File: src/rtl/hilo_muldiv_unit.sv
// rtl/hilo_muldiv_unit.sv - multi-cycle multiply/divide unit with private HI/LO registers
module hilo_muldiv_unit #(
    parameter int WIDTH      = 32,
    parameter int MUL_STAGES = 3,
    parameter int ENABLE_DIV = 1
) (
    input  logic             Clk,
    input  logic             Rst,
    input  logic             Start,
    input  logic [4:0]       ALUOp,
    input  logic [5:0]       Funct,
    input  logic [WIDTH-1:0] A,
    input  logic [WIDTH-1:0] B,
    input  logic             Flush,
    output logic             Stall,
    output logic             Busy,
    output logic             Done,
    output logic [WIDTH-1:0] Hi,
    output logic [WIDTH-1:0] Lo,
    output logic [WIDTH-1:0] MulResult
);

    typedef enum logic [1:0] {S_IDLE, S_MUL, S_DIV} state_t;
    typedef enum logic [3:0] {
        OP_NONE, OP_MFHI, OP_MTHI, OP_MFLO, OP_MTLO, OP_MULT, OP_MULTU,
        OP_DIV, OP_DIVU, OP_MADD, OP_MSUB, OP_MUL
    } op_t;

    localparam int CNT_MAX = (MUL_STAGES - 1 > WIDTH) ? MUL_STAGES - 1 : WIDTH;
    localparam int CW      = $clog2(CNT_MAX + 1);

    state_t             state;
    op_t                op_q;
    op_t                dec_op;
    logic               busy_q;
    logic [CW-1:0]      cnt;
    logic [WIDTH-1:0]   a_q, b_q;
    logic [WIDTH-1:0]   quo_q, rem_q, dvs_q;

    always_comb begin
        dec_op = OP_NONE;
        if (ALUOp == 5'b00000) begin
            case (Funct)
                6'b010000: dec_op = OP_MFHI;
                6'b010001: dec_op = OP_MTHI;
                6'b010010: dec_op = OP_MFLO;
                6'b010011: dec_op = OP_MTLO;
                6'b011000: dec_op = OP_MULT;
                6'b011001: dec_op = OP_MULTU;
                6'b011010: if (ENABLE_DIV != 0) dec_op = OP_DIV;
                6'b011011: if (ENABLE_DIV != 0) dec_op = OP_DIVU;
                default:   dec_op = OP_NONE;
            endcase
        end else if (ALUOp == 5'b01000) begin
            case (Funct)
                6'b000000: dec_op = OP_MADD;
                6'b000010: dec_op = OP_MUL;
                6'b000100: dec_op = OP_MSUB;
                default:   dec_op = OP_NONE;
            endcase
        end
    end

    assign Busy  = busy_q;
    assign Stall = Start & busy_q & (dec_op != OP_NONE);

    // Product is formed from the captured operands; only multu zero-extends.
    logic                 sgn_mul;
    logic [2*WIDTH-1:0]   ext_a, ext_b, prod, hilo;
    always_comb begin
        sgn_mul = (op_q != OP_MULTU);
        ext_a   = {{WIDTH{sgn_mul & a_q[WIDTH-1]}}, a_q};
        ext_b   = {{WIDTH{sgn_mul & b_q[WIDTH-1]}}, b_q};
        prod    = ext_a * ext_b;
        hilo    = {Hi, Lo};
    end

    // Restoring step: no borrow out of the trial subtraction means the bit is taken.
    logic [WIDTH:0]     rem_sh, rem_diff;
    logic               take;
    logic [WIDTH-1:0]   rem_nx, a_mag, b_mag, quo_fix, rem_fix;
    logic               a_neg, b_neg;
    always_comb begin
        rem_sh   = {rem_q, quo_q[WIDTH-1]};
        rem_diff = rem_sh - {1'b0, dvs_q};
        take     = ~rem_diff[WIDTH];
        rem_nx   = take ? rem_diff[WIDTH-1:0] : rem_sh[WIDTH-1:0];
        a_mag    = (dec_op == OP_DIV && A[WIDTH-1]) ? -A : A;
        b_mag    = (dec_op == OP_DIV && B[WIDTH-1]) ? -B : B;
        a_neg    = (op_q == OP_DIV) & a_q[WIDTH-1];
        b_neg    = (op_q == OP_DIV) & b_q[WIDTH-1];
        quo_fix  = (a_neg ^ b_neg) ? -quo_q : quo_q;
        rem_fix  = a_neg ? -rem_q : rem_q;
    end

    always_ff @(posedge Clk or negedge Rst) begin
        if (!Rst) begin
            state     <= S_IDLE;
            op_q      <= OP_NONE;
            busy_q    <= 1'b0;
            Done      <= 1'b0;
            Hi        <= '0;
            Lo        <= '0;
            MulResult <= '0;
            cnt       <= '0;
            a_q       <= '0;
            b_q       <= '0;
            quo_q     <= '0;
            rem_q     <= '0;
            dvs_q     <= '0;
        end else begin
            Done <= 1'b0;
            if (Flush) begin
                state  <= S_IDLE;
                busy_q <= 1'b0;
            end else begin
                case (state)
                    S_IDLE: begin
                        if (Start) begin
                            case (dec_op)
                                OP_MTHI: Hi <= A;
                                OP_MTLO: Lo <= A;
                                OP_MULT, OP_MULTU, OP_MADD, OP_MSUB, OP_MUL: begin
                                    op_q   <= dec_op;
                                    a_q    <= A;
                                    b_q    <= B;
                                    cnt    <= CW'(MUL_STAGES - 1);
                                    busy_q <= 1'b1;
                                    state  <= S_MUL;
                                end
                                OP_DIV, OP_DIVU: begin
                                    op_q   <= dec_op;
                                    a_q    <= A;
                                    b_q    <= B;
                                    quo_q  <= a_mag;
                                    dvs_q  <= b_mag;
                                    rem_q  <= '0;
                                    cnt    <= CW'(WIDTH);
                                    busy_q <= 1'b1;
                                    state  <= S_DIV;
                                end
                                default: ;
                            endcase
                        end
                    end
                    S_MUL: begin
                        if (cnt == '0) begin
                            case (op_q)
                                OP_MULT, OP_MULTU: {Hi, Lo} <= prod;
                                OP_MADD:           {Hi, Lo} <= hilo + prod;
                                OP_MSUB:           {Hi, Lo} <= hilo - prod;
                                OP_MUL:            MulResult <= prod[WIDTH-1:0];
                                default: ;
                            endcase
                            Done   <= 1'b1;
                            busy_q <= 1'b0;
                            state  <= S_IDLE;
                        end else begin
                            cnt <= cnt - CW'(1);
                        end
                    end
                    S_DIV: begin
                        if (cnt != '0) begin
                            rem_q <= rem_nx;
                            quo_q <= {quo_q[WIDTH-2:0], take};
                            cnt   <= cnt - CW'(1);
                        end else begin
                            // Sign fixup; most-negative / -1 wraps to the required result naturally.
                            if (b_q == '0) begin
                                Hi <= a_q;
                                Lo <= '1;
                            end else begin
                                Hi <= rem_fix;
                                Lo <= quo_fix;
                            end
                            Done   <= 1'b1;
                            busy_q <= 1'b0;
                            state  <= S_IDLE;
                        end
                    end
                    default: begin
                        state  <= S_IDLE;
                        busy_q <= 1'b0;
                    end
                endcase
            end
        end
    end

endmodule

File: config.mk
export PLATFORM = sky130hd
export DESIGN_NAME = hilo_muldiv_unit
export DESIGN_NICKNAME = d
export VERILOG_FILES = /design/src/rtl/hilo_muldiv_unit.sv
export SDC_FILE = /design/constraint.sdc
export NUM_CORES = 2
export LEC_CHECK = 0
export ABC_CLOCK_PERIOD_IN_PS = 12760
export BUFFER_PORTS_ARGS = -buffer_cell sky130_fd_sc_hd__buf_2
export CAP_MARGIN = 20
export CORE_MARGIN = 5
export CORE_UTILIZATION = 54
export CTS_CLUSTER_SIZE = 28
export DETAILED_ROUTE_END_ITERATION = 8
export PLACE_DENSITY = 0.82
export RECOVER_POWER = 50
export SLEW_MARGIN = 0
export SYNTH_ARGS = -nofsm -noshare
export SYNTH_HDL_FRONTEND = slang
export SYNTH_SLANG_ARGS = --single-unit
File: constraint.sdc
create_clock -name Clk -period 12.76 [get_ports Clk]
set_clock_uncertainty 0.2 [all_clocks]
set_input_delay 2.552 -clock Clk [delete_from_list [all_inputs] [get_ports Clk]]
set_output_delay 2.552 -clock Clk [all_outputs]
set_load 0.02 [all_outputs]
==> flow_summary_export.csv <==
group,metric,value,unit
outcome,status,"finished, violations left",
outcome,violations,"capacitance limit, slew limit",
critical_path,r2r_end,"Hi[26]",
sta,hold_violations,0,
die,start_util,0.541,
clocking,cts-root-buf,"clkbuf_16",
pwr,sw_frac_of_total,0.439,
sta,max_freq,0.0810,GHz
synthesis,yosysSeqAreaShare,0.108,
sta,drv_slew,271,
min_path,hold_class,"reg -> reg",
min_path,hold_end,"MulResult[27]",
critical_path,critical_path.top_delay_family,"adder cells",
synthesis,synth_edf_count,0,
finish,seq_area,6770,um^2
synthesis,ys_warn_count,0,
synthesis,synth_area_leaders,"fa_1 36%, dfrtp_1 11%, ha_1 7.7%",
critical_path,critical-path-max-stage-delay,840,ps
place,hpwl,182,mm
finish,fin_cells,8949,
synthesis,synth_top_cell_area_share,0.360,
synthesis,synth_area_per_cell,8.41,um^2
finish,nets,8981,
place,postPlaceCellArea,65200,um^2
global_route,top_usage_layer,"met2",
clocking,cts_tree,"yes",
global_route,grt_pass1_wl,344,mm
pwr,pwr-share-comb,0.364,
routing,ant_nets,0,
finish,fillers,10212,
die,die_w,351,um
synthesis,ys.flop_type,"dfrtp_1",
sta,period_share,0.968,
pwr,power_frac_seq,0.316,
pwr,p_leak,29.7,nW
routing,drt-total-wl,226,mm
global_route,grt_pass1_vias,57093,
place,dpl.cell_count,8874,
pwr,clkPwrFrac,0.320,
routing,drt_iter0_drc,5658,
critical_path,ff2ff_setup_slack,410,ps
clocking,cts-resized-gates,0,
synthesis,synth.distinct_cells,90,
die,die_area,123000,um^2
clocking,cts_max_path_buffers,3,
routing,avgRoutedWirePerCell,25.2,um
critical_path,cp_max_fo,24,
global_route,grtUsageMet1,0.466,
clocking,cts.sink_count,270,
sta,fin_crit,12350,ps
synthesis,synth_fp_nets,9046,
global_route,grt_use_total,0.368,
routing,drc,0,
sta,worst_slew_pin_slew,7000,ps
pwr,power.switching,1.58,mW
die,pin_count,178,
global_route,grt-ovfl-total,0,
finish,syn2layout_area_growth,5.96,%
critical_path,end_kind,"flop",
sta,final-setup-viol-count,0,
sta,setup_ws,409,ps
global_route,use_met3,0.0849,
routing,viasPerCell,6.19,
clocking,insertion_delay,610,ps
critical_path,r2r_start,"a_q[13]",
pwr,ir_drop,100,uV
critical_path,crit_buf_inv,6,
sta,relSlewSlack,-3.67,
pwr,powerDensity,54.2,nW/um^2
clocking,path_clk_slew,70,ps
synthesis,synth_seq_cells,270,
pwr,p_int,2.02,mW
routing,vias,55392,
flow_run,drv_cap,4,
place,place_ws,670,ps
routing,drt_pass1_iterations,9,
synthesis,yosysMostFrequentCell,"inv_1",
clocking,post_cts_buffers,0,
place,io_buffer_count,177,
synthesis,async_flop_share,1.00,
global_route,use_met2,0.575,
sta,setup_tns,0,ps
finish,multiInputGateArea,49400,um^2
critical_path,rr_worst_depth,35,
finish,drive_above_1_share,0.0651,
clocking,htreeDepth,2,
critical_path,arrival,12630,ps
min_path,hold_path_depth,2,
die,core_area,116000,um^2
critical_path,cp.required,13040,ps
clocking,holdBufCountCts,0,
min_path,hp-start,"MulResult[27]",
synthesis,synth.top_cells.by_count,"1270 x inv_1, 1128 x fa_1, 1110 x nand2_1",
critical_path,start_kind,"flop",
sta,rsz0062_at_grt,"no",
clocking,cts-buffers-inserted,36,
die,placementRows,125,
place,globalplace.congestion,1.04,
synthesis,yosys.area.top_type,"fa_1",
global_route,grt_start_max_net_pins,116,
pwr,power.total,3.60,mW
critical_path,cpMostUsedCell,"fa_1",
die,die_h,351,um
synthesis,syn_inst,7454,
critical_path,timing_worst_setup_path_type,"reg -> reg",
finish,fin_area,66400,um^2
synthesis,syn_area,62700,um^2
global_route,antenna_found_initial,20,
critical_path,cpMaxStageDelayCell,"dfrtp_1",
cell families (layout without fill, tap and decap cells):
kind of cell | after synthesis | in the layout | share of synthesized area
buffers and inverters | 1745 | 1707 | 0.105
other | 0 | 9 | 0
AOI/OAI and AO/OA | 1393 | 1393 | 0.139
muxes | 108 | 108 | 0.0186
DFF | 270 | 270 | 0.108
xor gates and xnor gates | 238 | 238 | 0.0335
adders and majority gates | 1513 | 1513 | 0.437
and+or+nand+nor | 2187 | 2187 | 0.159
worst max-delay path by stage:
stage	from	end	depth (start not counted)
3_3_place_gp	op_q[1]	Hi[27]	40
4_1_cts	op_q[1]	Hi[26]	38
3_5_place_dp	op_q[1]	Hi[26]	38
2_1_floorplan	op_q[1]	Hi[26]	41
6_report	a_q[13]	Hi[26]	35
5_1_grt	op_q[1]	Hi[29]	41
power groups by stage:
stage	Sequential (mW)	Clock (mW)	Combinational [mW]
after global routing	1.14	1.18	1.41
after floorplan	1.07	0	0.818
after detailed placement	1.14	0	1.27
after CTS	1.12	1.15	1.28
after global placement	1.13	0	1.26
final	1.14	1.15	1.31
flip-flops by register name (all words and copies together) (netlist names):
name	count
Hi	32
a_q	32
Busy	1
rem_q	32
dvs_q	32
b_q	32
state	2
quo_q	32
cnt	6
Done	1
MulResult	32
op_q	4
Lo	32
placed cells by master, fill, tap and decap left out, types with 186 or more instances in the layout:
master   Yosys  final
a21oi_1    401    401
and2_1     328    325
buf_4        2    186
dfrtp_1    270    259
fa_1      1128   1128
ha_1       385    383
inv_1     1270   1269
nand2_1   1110   1107
nor2_1     346    343
o21ai_0    383    383
final cells by class:
type / instances / share of cell area
clock inverter: 19 / 0.00352
antenna: 9 / 0.000339
inverter: 1273 / 0.0720
multi-input combinational: 5439 / 0.745
tap: 1524 / 0.0287
timing repair buffer: 369 / 0.0334
clock buffer: 46 / 0.0155
sequential: 270 / 0.102
per-stage QoR:
stage               hold WS [ps]  utilization
detailed placement           265        0.564
CTS                          279        0.575
finish                       279        0.574
floorplan                    250            -
global route                 298        0.574
global placement             257        0.564
routing by layer:
| layer | routed length, um | vias to the layer above |
|---|---|---|
| met5 | 75 | - |
| li1 | - | 23527 |
| met1 | 82700 | 27841 |
| met3 | 24500 | 827 |
| met2 | 101000 | 3183 |
| met4 | 17800 | 14 |
worst min-delay path: stages, from the launching register on:
cell and delay, ps:
dfrtp_1 340, nand2_1 50, o21ai_0 60
(Power assumes the default switching activity.)
